$ cat config.mk
export PLATFORM = sky130hd
export DESIGN_NAME = instruction_fetch
export DESIGN_NICKNAME = d
export VERILOG_FILES = /design/src/rtl/instruction_fetch.sv
export SDC_FILE = /design/constraint.sdc
export NUM_CORES = 1
export LEC_CHECK = 0
export CAP_MARGIN = 20
export CORE_ASPECT_RATIO = 1.75
export CORE_UTILIZATION = 30
export CTS_CLUSTER_DIAMETER = 80
export DETAILED_ROUTE_END_ITERATION = 12
export GPL_TIMING_DRIVEN = 0
export MAX_ROUTING_LAYER = met4
export PLACE_DENSITY = 0.65
export SYNTH_ARGS = -nofsm -noshare
export SYNTH_HDL_FRONTEND = slang
export SYNTH_SLANG_ARGS = --single-unit
$ cat constraint.sdc
create_clock -name clk -period 3.95 [get_ports clk]
set_input_delay 0.79 -clock clk [delete_from_list [all_inputs] [get_ports clk]]
set_output_delay 0.79 -clock clk [all_outputs]
set_load 0.03 [all_outputs]
$ cat src/rtl/instruction_fetch.sv
// -----------------------------------------------------------------------------
// instruction_fetch
//   Program-counter owner and single-outstanding instruction fetcher for the
//   single-cycle MIPS core. Requests one word at a time over a req/ack port,
//   holds it for the control unit, then steps the PC using the branch/jump
//   decisions the datapath returns for the held instruction.
//
// Handshake: IMemReq is high for every cycle the fetcher waits for a word and
//   IMemAddr is stable for that whole time. A word is accepted on the rising
//   edge where IMemReq=1 and IMemAck=1; IMemAck at any other time is ignored.
//
// Ports
//   clk, reset          : rising-edge clock, asynchronous active-low reset
//   Stall               : 1 = keep the held instruction
//   BranchEQ/BranchNE/Zero/BranchOffset/Jump/JumpTarget
//                       : next-PC controls for the held instruction
//   IMemReq/IMemAddr    : fetch request and byte address
//   IMemAck/IMemData    : memory data-valid and instruction word
//   Instruction/OP      : held word and its opcode (NOP_OP when invalid)
//   PC/PCPlus4          : address of held/pending instruction and PC + 4
//   InstValid           : Instruction/OP carry a fetched word
//   FetchFault          : sticky memory-timeout flag
//   DbgState            : current FSM state (0=REQ, 1=HOLD, 2=FAULT)
// -----------------------------------------------------------------------------
module instruction_fetch #(
  parameter logic [31:0] RESET_PC    = 32'h0040_0000,
  parameter int unsigned MEM_TIMEOUT = 15,
  parameter logic [5:0]  NOP_OP      = 6'h3F
) (
  input  logic        clk,
  input  logic        reset,
  input  logic        Stall,
  input  logic        BranchEQ,
  input  logic        BranchNE,
  input  logic        Zero,
  input  logic [31:0] BranchOffset,
  input  logic        Jump,
  input  logic [25:0] JumpTarget,
  output logic        IMemReq,
  output logic [31:0] IMemAddr,
  input  logic        IMemAck,
  input  logic [31:0] IMemData,
  output logic [31:0] Instruction,
  output logic [5:0]  OP,
  output logic [31:0] PC,
  output logic [31:0] PCPlus4,
  output logic        InstValid,
  output logic        FetchFault,
  output logic [1:0]  DbgState
);

  typedef enum logic [1:0] {
    S_REQ   = 2'd0,
    S_HOLD  = 2'd1,
    S_FAULT = 2'd2
  } state_e;

  // Counter value seen on the last ack-less edge allowed before faulting.
  localparam logic [7:0] TIMEOUT_LAST = 8'(MEM_TIMEOUT - 1);

  state_e      state_q, state_d;
  logic [31:0] pc_q, pc_d;
  logic [31:0] instr_q, instr_d;
  logic        valid_q, valid_d;
  logic [7:0]  cnt_q, cnt_d;
  logic        fault_q, fault_d;

  logic [31:0] pc_plus4;
  logic [31:0] branch_target;
  logic [31:0] jump_target;
  logic        branch_taken;
  logic [31:0] next_pc;

  // Next-PC selection: jump beats branch beats sequential.
  always_comb begin
    pc_plus4      = pc_q + 32'd4;
    branch_target = pc_plus4 + (BranchOffset << 2);
    jump_target   = {pc_plus4[31:28], JumpTarget, 2'b00};
    branch_taken  = (BranchEQ & Zero) | (BranchNE & ~Zero);
    if (Jump)              next_pc = jump_target;
    else if (branch_taken) next_pc = branch_target;
    else                   next_pc = pc_plus4;
  end

  always_comb begin
    state_d = state_q;
    pc_d    = pc_q;
    instr_d = instr_q;
    valid_d = valid_q;
    cnt_d   = cnt_q;
    fault_d = fault_q;
    case (state_q)
      S_REQ: begin
        // An ack on the final allowed edge still completes the fetch.
        if (IMemAck) begin
          instr_d = IMemData;
          valid_d = 1'b1;
          cnt_d   = 8'd0;
          state_d = S_HOLD;
        end else if (cnt_q == TIMEOUT_LAST) begin
          cnt_d   = cnt_q + 8'd1;
          valid_d = 1'b0;
          fault_d = 1'b1;
          state_d = S_FAULT;
        end else begin
          cnt_d = cnt_q + 8'd1;
        end
      end
      S_HOLD: begin
        if (!Stall) begin
          pc_d    = next_pc;
          valid_d = 1'b0;
          cnt_d   = 8'd0;
          state_d = S_REQ;
        end
      end
      S_FAULT: begin
        valid_d = 1'b0;
        fault_d = 1'b1;
      end
      default: begin
        valid_d = 1'b0;
        cnt_d   = 8'd0;
        state_d = S_REQ;
      end
    endcase
  end

  always_ff @(posedge clk or negedge reset) begin
    if (!reset) begin
      state_q <= S_REQ;
      pc_q    <= RESET_PC;
      instr_q <= 32'd0;
      valid_q <= 1'b0;
      cnt_q   <= 8'd0;
      fault_q <= 1'b0;
    end else begin
      state_q <= state_d;
      pc_q    <= pc_d;
      instr_q <= instr_d;
      valid_q <= valid_d;
      cnt_q   <= cnt_d;
      fault_q <= fault_d;
    end
  end

  assign IMemReq     = (state_q == S_REQ);
  assign IMemAddr    = pc_q;
  assign PC          = pc_q;
  assign PCPlus4     = pc_plus4;
  assign Instruction = instr_q;
  assign InstValid   = valid_q;
  assign OP          = valid_q ? instr_q[31:26] : NOP_OP;
  assign FetchFault  = fault_q;
  assign DbgState    = state_q;

endmodule

==> metrics.txt <==
status=finished, final reports clean; worst-skew pair later-pin latency=0.35 ns; clock-pin transition on the worst setup and hold timing paths=0.07 ns; routed vias/inst=5.09; post-layout instance area=9270 um^2; dominant cell type by area after synthesis=dfrtp_1; hold buffers post-CTS=0; DRT iter0 DRCs=269; final setup vio count=0; #FFs+latches synth=74; Worst Tran Pin Value=0.827 ns; setup_tns=0 ns; DP Area=8550 um^2; final hold slack=0.408 ns; Hold WC Path Type=primary input to asynchronous set/reset pin; Die Ht=187 um; drt total wl=21.8 mm; sequential group share of total power=20.9%; Num CTS Buffers=9; syn avg cell area=8.85 um^2; max-slew violations=0; total global routing overflow=0; Post-synth EDFFs=0; combinational power share=63.4%; P_int=3060 uW; Pwr Total=5700 uW; per-cell routed wire length=18.5 um; Routed Antenna Nets=0; FF-to-FF setup slack=0.19 ns; yosys warns=0; Total Die Area=20,100 um^2; Period minus WS final=3.82 ns; Achievable Freq=262 MHz; VDD IR max=0.293 mV; post-layout utilization of the core=48.5%; CP max stage delay=0.74 ns; pwr/cell area=615 nW/um^2; Tcrit/Tclk final=96.6%; CP endpoint kind=output port; layout net count=1,066; Most Frequent Cell on Critical Path=nand4_1; LEAKAGE=0.00387 uW; Slowest-stage cell, CP=clkdlybuf4s50_1; Netlist cell types=71; critical path arrival=3.03 ns; final hold viol count=0; H-tree depth=3; n_diodes=0; GPL Wtd Cong=0.952; vias=5,979; area grow syn2layout=57.9%; Max clock buf depth=2; DRT Pass-1 Iters=7; all-layer global routing usage=22.4%; Top Ports=237; asr flop ratio synth=100%; root buf cell=clkbuf_16; layout cells sized above 1=18.5%; # rows=67; clock share of power=15.6%; CTS tree=built; pin count of the biggest net entering global routing=40; Port Buffer Count=227; post-DP HPWL=17.1 mm; top cells by count, synth=dfrtp_1 (73), nand2_1 (69), a21oi_1 (48); Critical Path Start Type=register; Post-Synthesis Cells=663; P_sw=2640 uW; CP max FO=5; vias in the first global route=5,864; Die W=108 um; first-pass GRT wire length=32.9 mm; Seq/Total Area, Yosys=31.6%; Synth top area share=31.1%; Final Skew=0.0115 ns; DRC viols=0; CP Class=register to output port; CP Cell Sequence=nand3_2, nor2_4, nand4_1, buf_6, nor3_4, and2_4, nand4_1, xnor2_1, clkdlybuf4s50_1; top_reg_cell synth=dfrtp_1; sw frac=46.4%; top-count cell post-synth=dfrtp_1; initial antenna violation count=0; Slew HR=44.7%; max-cap check violation count=0; starting density of the core=30.7%; clock sink total=74; mapped cell area=5870 um^2; Worst EP required=3.16 ns; top cells by area, synth=dfrtp_1 (31%), ha_1 (8.1%), mux2_2 (6.3%); core area=19,100 um^2
worst paths after layout:
kind	cells past startpoint	startpoint	end
min reg2reg	1	FetchFault$_DFFE_PN0P_	FetchFault$_DFFE_PN0P_
max in group asynchronous	2	reset	IMemAddr[22]$_DFFE_PN1P_
min in group clk	1	FetchFault$_DFFE_PN0P_	FetchFault$_DFFE_PN0P_
max	9	IMemAddr[11]$_DFFE_PN0P_	PCPlus4[26]
min	1	reset	Instruction[11]$_DFFE_PN0P_
max reg2reg	16	IMemAddr[6]$_DFFE_PN0P_	IMemAddr[31]$_DFFE_PN0P_
routing by layer:
metal  wire [um]  track usage (%)
met5           0                -
met4         962             9.96
met3        1130             3.97
met2       12100             40.8
met1        7620             22.8
area by class of cell:
cell class	instances	area (um^2)
flip-flops and latches	74	1860
repair buffers	252	2470
clock inverters	7	82.6
fillers	1836	9850
clock buffers	9	225
inverters	17	63.8
well taps	241	302
multi-input cells	515	3900
plain buffers	60	364
metrics by stage:
step                      instances  setup slack, ns
after CTS                      1156          -0.0869
after detailed placement       1138           -0.472
after global routing           1175          -0.0496
after floorplan                 668          -0.0280
after global placement         1136           -0.887
final                          1175            0.134
power groups by stage:
stage,clock network [uW],registers (uW),logic [uW]
5_1_grt,941,1220,3860
6_report,891,1190,3620
4_1_cts,909,1190,3460
3_5_place_dp,0,1200,3440
3_3_place_gp,0,1200,3420
2_1_floorplan,0,1470,1880
critical path, delay by kind of cell, from the launching register on:
family | cells | cell delay, ns
simple gates | 6 | 1.05
buf+inv | 2 | 0.91
flops | 1 | 0.44
xor+xnor | 1 | 0.27
flip-flops by register name, indices dropped and copies added, names as in the netlist:
name         count
Instruction     32
IMemAddr        30
cnt_q            8
DbgState         2
FetchFault       1
InstValid        1
timing repair:
item                                    CTS  global route
gates resized for setup                  17            38
buffers inserted                          2            21
endpoints found under the setup margin   19            16
pin swaps                                 2            19
cell usage in the layout, fill, tap and decap left out, types with 5 or more instances in the layout:
master / instances
nand3_1: 18
mux2_2: 33
nand4_1: 14
nand2_1: 68
xnor2_2: 7
clkbuf_16: 9
clkdlybuf4s50_1: 222
a31oi_1: 5
o21bai_1: 9
o21ai_0: 42
a21oi_1: 46
o21a_1: 5
ha_4: 5
clkbuf_1: 20
o211ai_1: 7
xnor2_1: 30
buf_4: 60
dfrtp_2: 8
ha_1: 32
a21o_1: 16
o21ai_1: 7
nand2b_1: 9
inv_1: 16
nor2_1: 43
dfrtp_1: 65
a211oi_1: 5
conb_1: 6
xor2_1: 16
logic make-up (layout without fill, tap and decap cells):
family	count (synthesis)	after routing	share of synthesized area, %
AO/OA/AOI/OAI	182	182	21.0
XOR/XNOR	57	57	8.51
adder cells (fa/ha/maj)	39	39	8.45
buffers and inverters	79	345	7.38
flip-flops	74	74	31.6
multiplexers	37	37	7.02
other	1	6	0.0639
AND/OR/NAND/NOR	194	194	16.0
Note: power is estimated with default switching activity, not from simulation.
